[src/rtl/line_buf_sched.sv]
// line_buf_sched: control for a ring of NUM_BUFS line buffers.
// Each incoming line is steered into the next free buffer. Lines are popped to
// the window stage in the order they were written. When no buffer is free, the
// whole line is dropped and a sticky overflow flag is set. Pixel data does not
// pass through this block; it only drives write gates, pop strobes and selects.
//
// Ports:
//   clk_i, rst_i      clock, asynchronous active-high reset
//   in_beat_i         input beat valid
//   in_line_start_i   first beat of a line (qualified by in_beat_i)
//   in_line_end_i     last beat of a line (qualified by in_beat_i)
//   out_ready_i       downstream can take a whole line (sampled only in IDLE)
//   buf_line_end_i    read-side line_end of each buffer
//   wr_en_o           one-hot push gate (combinational)
//   wr_sel_o          index of the buffer being written
//   pop_line_o        one-cycle pop strobe per buffer
//   rd_sel_o          read mux select
//   rd_active_o       a line read is in progress
//   occupancy_o       committed unread lines, 0..NUM_BUFS
//   overflow_o        sticky: at least one line was dropped
//   clr_overflow_i    clears overflow_o (a simultaneous new drop wins)
module line_buf_sched #(
  parameter  int NUM_BUFS = 4,
  localparam int IDX_W    = $clog2(NUM_BUFS)
) (
  input  logic                clk_i,
  input  logic                rst_i,
  input  logic                in_beat_i,
  input  logic                in_line_start_i,
  input  logic                in_line_end_i,
  input  logic                out_ready_i,
  input  logic [NUM_BUFS-1:0] buf_line_end_i,
  output logic [NUM_BUFS-1:0] wr_en_o,
  output logic [IDX_W-1:0]    wr_sel_o,
  output logic [NUM_BUFS-1:0] pop_line_o,
  output logic [IDX_W-1:0]    rd_sel_o,
  output logic                rd_active_o,
  output logic [IDX_W:0]      occupancy_o,
  output logic                overflow_o,
  input  logic                clr_overflow_i
);

  typedef enum logic [1:0] {
    ST_IDLE = 2'd0,
    ST_POP  = 2'd1,
    ST_READ = 2'd2
  } rd_state_e;

  localparam logic [IDX_W:0]   FULL_OCC = (IDX_W+1)'(NUM_BUFS);
  localparam logic [IDX_W-1:0] LAST_IDX = IDX_W'(NUM_BUFS - 1);

  // Ring increment; NUM_BUFS need not be a power of two.
  function automatic logic [IDX_W-1:0] next_idx(input logic [IDX_W-1:0] idx);
    if (idx == LAST_IDX) begin
      next_idx = {IDX_W{1'b0}};
    end else begin
      next_idx = idx + IDX_W'(1'b1);
    end
  endfunction

  rd_state_e        state_r, state_nxt_s;
  logic [IDX_W-1:0] wr_idx_r, rd_idx_r;
  logic [IDX_W:0]   occupancy_r;
  logic             drop_r, in_line_r, overflow_r;

  logic start_beat_s, end_beat_s, start_drop_s;
  logic drop_eff_s, in_line_eff_s, wr_go_s, commit_s, pop_s;

  assign start_beat_s = in_beat_i & in_line_start_i;
  assign end_beat_s   = in_beat_i & in_line_end_i;
  assign pop_s        = (state_r == ST_POP);

  // Committed lines sit contiguously just behind wr_idx. So wr_idx can only hold
  // an unread line when the ring is full. The other busy case is the buffer
  // that is currently being popped or read.
  assign start_drop_s = (occupancy_r == FULL_OCC) ||
                        ((state_r != ST_IDLE) && (wr_idx_r == rd_idx_r));

  // The start beat uses its own fresh decision, which also covers single-beat lines.
  assign drop_eff_s    = start_beat_s ? start_drop_s : drop_r;
  assign in_line_eff_s = start_beat_s | in_line_r;
  assign wr_go_s       = in_beat_i & in_line_eff_s & ~drop_eff_s;
  assign commit_s      = end_beat_s & in_line_eff_s & ~drop_eff_s;

  // One-hot push gate for the buffer being written.
  always_comb begin
    wr_en_o = {NUM_BUFS{1'b0}};
    if (wr_go_s && !rst_i) begin
      wr_en_o[wr_idx_r] = 1'b1;
    end else begin
      wr_en_o = {NUM_BUFS{1'b0}};
    end
  end

  // Write-side state: line tracking, drop decision, ring pointer and sticky overflow.
  always_ff @(posedge clk_i or posedge rst_i) begin
    if (rst_i) begin
      wr_idx_r   <= {IDX_W{1'b0}};
      drop_r     <= 1'b0;
      in_line_r  <= 1'b0;
      overflow_r <= 1'b0;
    end else begin
      if (start_beat_s) begin
        drop_r    <= start_drop_s;
        in_line_r <= 1'b1;
      end
      // A line end closes the line; a dropped line's drop flag clears here.
      if (end_beat_s) begin
        drop_r    <= 1'b0;
        in_line_r <= 1'b0;
      end
      if (commit_s) begin
        wr_idx_r <= next_idx(wr_idx_r);
      end
      if (start_beat_s && start_drop_s) begin
        overflow_r <= 1'b1;
      end else if (clr_overflow_i) begin
        overflow_r <= 1'b0;
      end
    end
  end

  // Occupancy counter: +1 on commit, -1 on pop; both together leave it unchanged.
  always_ff @(posedge clk_i or posedge rst_i) begin
    if (rst_i) begin
      occupancy_r <= {(IDX_W+1){1'b0}};
    end else begin
      case ({commit_s, pop_s})
        2'b10:   occupancy_r <= occupancy_r + (IDX_W+1)'(1'b1);
        2'b01:   occupancy_r <= occupancy_r - (IDX_W+1)'(1'b1);
        default: occupancy_r <= occupancy_r;
      endcase
    end
  end

  // Read FSM state register and read pointer.
  always_ff @(posedge clk_i or posedge rst_i) begin
    if (rst_i) begin
      state_r  <= ST_IDLE;
      rd_idx_r <= {IDX_W{1'b0}};
    end else begin
      state_r <= state_nxt_s;
      if ((state_r == ST_READ) && buf_line_end_i[rd_idx_r]) begin
        rd_idx_r <= next_idx(rd_idx_r);
      end
    end
  end

  // Read FSM next state: the wait in IDLE enforces at least one idle cycle between lines.
  always_comb begin
    state_nxt_s = state_r;
    case (state_r)
      ST_IDLE: begin
        if ((occupancy_r != {(IDX_W+1){1'b0}}) && out_ready_i) begin
          state_nxt_s = ST_POP;
        end else begin
          state_nxt_s = ST_IDLE;
        end
      end
      ST_POP:  state_nxt_s = ST_READ;
      ST_READ: begin
        // Only the selected buffer's line_end counts.
        if (buf_line_end_i[rd_idx_r]) begin
          state_nxt_s = ST_IDLE;
        end else begin
          state_nxt_s = ST_READ;
        end
      end
      default: state_nxt_s = ST_IDLE;
    endcase
  end

  // Pop strobe decoded from the registered state and read pointer.
  always_comb begin
    pop_line_o = {NUM_BUFS{1'b0}};
    if (pop_s) begin
      pop_line_o[rd_idx_r] = 1'b1;
    end else begin
      pop_line_o = {NUM_BUFS{1'b0}};
    end
  end

  assign rd_active_o = (state_r == ST_READ);
  assign wr_sel_o    = wr_idx_r;
  assign rd_sel_o    = rd_idx_r;
  assign occupancy_o = occupancy_r;
  assign overflow_o  = overflow_r;

endmodule

[config.mk]
export PLATFORM = sky130hd
export DESIGN_NAME = line_buf_sched
export DESIGN_NICKNAME = d
export VERILOG_FILES = /design/src/rtl/line_buf_sched.sv
export SDC_FILE = /design/constraint.sdc
export NUM_CORES = 1
export LEC_CHECK = 0
export ABC_AREA = 1
export CORE_MARGIN = 2
export CORE_UTILIZATION = 25
export DETAILED_ROUTE_END_ITERATION = 10
export SLEW_MARGIN = 10
export SYNTH_ARGS = -nofsm -noshare
export SYNTH_HDL_FRONTEND = slang
export SYNTH_SLANG_ARGS = --single-unit
[constraint.sdc]
create_clock -name clk_i -period 4.9 [get_ports clk_i]
set_input_delay 1.225 -clock clk_i [delete_from_list [all_inputs] [get_ports clk_i]]
set_output_delay 1.225 -clock clk_i [all_outputs]
set_load 0.02 [all_outputs]
==> results of run 1 <==
-- power by group through the flow --
stage | Clock (mW) | Combinational (mW) | Sequential [mW]
after CTS | 0.0624 | 0.377 | 0.190
final | 0.0585 | 0.371 | 0.189
after floorplan | 0 | 0.200 | 0.221
after global routing | 0.0675 | 0.422 | 0.197
after global placement | 0 | 0.369 | 0.189
after detailed placement | 0 | 0.374 | 0.192
-- routing by layer --
| metal | GRT usage (%) | part of all wire, % | vias to the layer above |
|---|---|---|---|
| li1 | - | - | 391 |
| met1 | 12.7 | 46 | 343 |
| met2 | 16.3 | 46 | 26 |
| met3 | 3.78 | 6.6 | 4 |
| met4 | 3.73 | 1.1 | 0 |
| met5 | 0 | 0 | - |
-- worst max-delay path, stage by stage --
cell and delay, ps:
clkdlybuf4s50_1 490, nand2_1 80, inv_1 120, nor2_1 80, nor2_1 110, nand3_2 110
nor2_1 100, clkdlybuf4s50_1 610
-- through the flow --
stage	util [%]	hold WS [ps]	setup WS, ps	cells
5_1_grt	38.0	534	589	181
4_1_cts	38.0	505	731	181
3_3_place_gp	37.3	492	762	178
2_1_floorplan	-	468	1550	106
3_5_place_dp	37.3	491	741	178
6_report	38.0	502	748	181
-- state kept, by name (all words and copies together), names as in the netlist --
name / cells
occupancy_o: 3
rd_sel_o: 2
state_r: 2
wr_sel_o: 2
drop_r: 1
in_line_r: 1
overflow_o: 1
-- kinds of logic after synthesis --
family	Yosys count
xor+xnor	2
buf+inv	22
compound gates	9
simple gates	51
fa+ha+maj	10
flops	12
-- how the worst max path moves through the flow --
| stage | depth (start not counted) | end | slack [ps] | startpoint |
|---|---|---|---|---|
| finish | 8 | wr_en_o[2] | 750 | in_beat_i |
| floorplan | 5 | wr_en_o[0] | 1550 | rst_i |
| global placement | 8 | wr_en_o[1] | 760 | in_beat_i |
| CTS | 8 | wr_en_o[2] | 730 | in_beat_i |
| global route | 8 | wr_en_o[1] | 590 | in_beat_i |
| detailed placement | 8 | wr_en_o[2] | 740 | in_beat_i |
-- cell type report --
type                    count  area, um2
well taps                  44       55.1
inverters                  22       82.6
clock buffers               3       22.5
multi-input cells          72        433
repair buffers             28        278
flip-flops and latches     12        300
fillers                   321       1910
-- cells in the mapped netlist (all sizes together), types with 2 or more instances --
| library cell | n |
|---|---|
| nand2 | 25 |
| inv | 22 |
| nor2 | 16 |
| dfrtp | 12 |
| ha | 9 |
| nand3 | 7 |
| o21ai | 6 |
| nand4 | 2 |
==> impl_metrics.env, run 1 <==
export IMPL_run_status="finished, final reports clean"
export IMPL_timing_reg2reg_worst_path_depth=13
export IMPL_max_vdd_ir_drop_uv=282
export IMPL_critPathCaptureType="output pin"
export IMPL_synth_ff_latch_count=12
export IMPL_cts_setup_buffers=0
export IMPL_wire_length_per_cell_um=9.14
export IMPL_grt_pass1_wl_um=2840
export IMPL_fp_dieH_um=61.1
export IMPL_synth_cell_types=20
export IMPL_dp_hpwl_um=1320
export IMPL_antenna_found_initial=0
export IMPL_report_power_total_uw=618
export IMPL_synth_adder_area_share_pct=16.3
export IMPL_netlist_area_um2=816
export IMPL_cp_arrival_ps=2930
export IMPL_rsz0062_at_grt="no"
export IMPL_drt_vias_per_instance=4.22
export IMPL_total_power_density_per_cell_area_mw_per_mm2=528
export IMPL_timing_hold_worst_start="occupancy_o[0]"
export IMPL_final_hold_violation_count=0
export IMPL_yosys_area_top_type="dfrtp_1"
export IMPL_timing_worst_slew_pin_value_ps=249
export IMPL_top_cell_type_s_share_of_synthesized_area_pct=36.8
export IMPL_floorplan_die_area_mm2=0.00374
export IMPL_ys_seq_area_share_pct=36.8
export IMPL_grt_overflow=0
export IMPL_number_of_hold_repair_buffers_added_at_the_cts_stage=0
export IMPL_timing_rr_start="rd_sel_o[0]"
export IMPL_regToRegSetupSlack_ps=2740
export IMPL_final_layout_size_suffix_gt1_share_pct=8.03
export IMPL_required_ps=3670
export IMPL_synth_enable_flop_cells=0
export IMPL_synth_simple_gate_area_share_pct=28.7
export IMPL_rows=20
export IMPL_route_detailed_drc=0
export IMPL_detail_route_wirelength_um=1650
export IMPL_via_count=764
export IMPL_synth_nets=127
export IMPL_postPlaceCellArea_mm2=0.00115
export IMPL_crit_path_start_kind="input pin"
export IMPL_first_iter_violations=24
export IMPL_synth_cells=106
export IMPL_timing_setup_critical_path_class="in -> out"
export IMPL_critical_path_max_fanout=4
export IMPL_power_report_internal_total_uw=330
export IMPL_fmax_ghz=0.241
export IMPL_io_pins=28
export IMPL_yosys_area_share_xor_xnor_pct=2.15
export IMPL_drt_pre_antenna_iters=4
export IMPL_final_net_count=160
export IMPL_final_cell_mix="clkdlybuf4s50_1 (27), nand2_1 (23), inv_1 (21), nor2_1 (15), dfrtp_1 (12)"
export IMPL_netlist_top_cells_area="dfrtp_1 (37%), ha_1 (14%), nand2_1 (11%), inv_1 (9.7%), nor2_1 (6.9%)"
export IMPL_endpoint_worst_hold="occupancy_o[0]"
export IMPL_cts_sinks=12
export IMPL_synth_main_ff_cell="dfrtp_1"
export IMPL_finalSetupTns_ps=0
export IMPL_synth_avg_cell_area_um2=7.70
export IMPL_synth_mux_area_fraction_pct=0
export IMPL_maxSlewHeadroom_pct=83.4
export IMPL_cts_htree_levels=1
export IMPL_power_switching_fraction_pct=46.6
export IMPL_initial_util_pct=26.5
export IMPL_final_area_mm2=0.00117
export IMPL_worstReg2RegEnd="occupancy_o[2]"
export IMPL_route_antenna_remaining_nets=0
export IMPL_synth_compound_gate_area_share_pct=5.98
export IMPL_slew_viol_final=0
export IMPL_clk_root_buffer_cell="clkbuf_4"
export IMPL_hold_path_depth=1
export IMPL_worstSkewPairLatency_ps=270
export IMPL_combinational_family_with_the_most_area_after_synthesis="simple AND/OR/NAND/NOR gates"
export IMPL_die_width_um=61.1
export IMPL_layout_cells_most_common="clkdlybuf4s50_1"
export IMPL_power_share_of_the_clock_group_pct=9.5
export IMPL_portBuffers=27
export IMPL_ys_async_sr_fraction_pct=100
export IMPL_yosysWarnings=0
export IMPL_clock_skew_ps=0.657
export IMPL_placeable_area_mm2=0.00308
export IMPL_finalWorstPathRequiredPeriod_ps=4150
export IMPL_pin_count_of_the_biggest_net_entering_global_routing=13
export IMPL_globalRouteTotalUtil_pct=10.2
export IMPL_grt_pass1_vias=689
export IMPL_max_clock_path_buffers=2
export IMPL_drv_cap=0
export IMPL_post_route_period_util_pct=84.7
export IMPL_clk_pin_slew_ps=70
export IMPL_leakagePower_nw=0.567
export IMPL_routabilityCongestion=0.737
export IMPL_power_share_combinational_pct=60.0
export IMPL_worst_hold_path_type="reg -> reg"
export IMPL_cts_tree="built"
export IMPL_insertedDiodeCount=0
export IMPL_tritoncts_num_buffers=3
export IMPL_cells_resized_by_post_cts_repair=0
export IMPL_area_growth_syn_to_layout_pct=43.6
export IMPL_p_switching_uw=288
export IMPL_seq_power_share_pct=30.5
export IMPL_setup_viol_count_final=0
Power figures use the tool's default switching activity.
==> inputs of run 2 (changes only) <==
==> constraint.sdc (replaced) <==
create_clock -name clk_i -period 3.97 [get_ports clk_i]
set_input_delay 0.9925 -clock clk_i [delete_from_list [all_inputs] [get_ports clk_i]]
set_output_delay 0.9925 -clock clk_i [all_outputs]
set_load 0.02 [all_outputs]
==> results of run 2 <==
The final DEF is identical to that of run 1. Status: finished, final reports clean.
Among the figures that moved: setup slack after placement 741 ps -> 276 ps; setup slack after layout 748 ps -> 283 ps; register-to-register setup slack 2740 ps -> 1810 ps; total power 0.618 mW -> 0.763 mW; worst IR drop on VDD 282 uV -> 348 uV
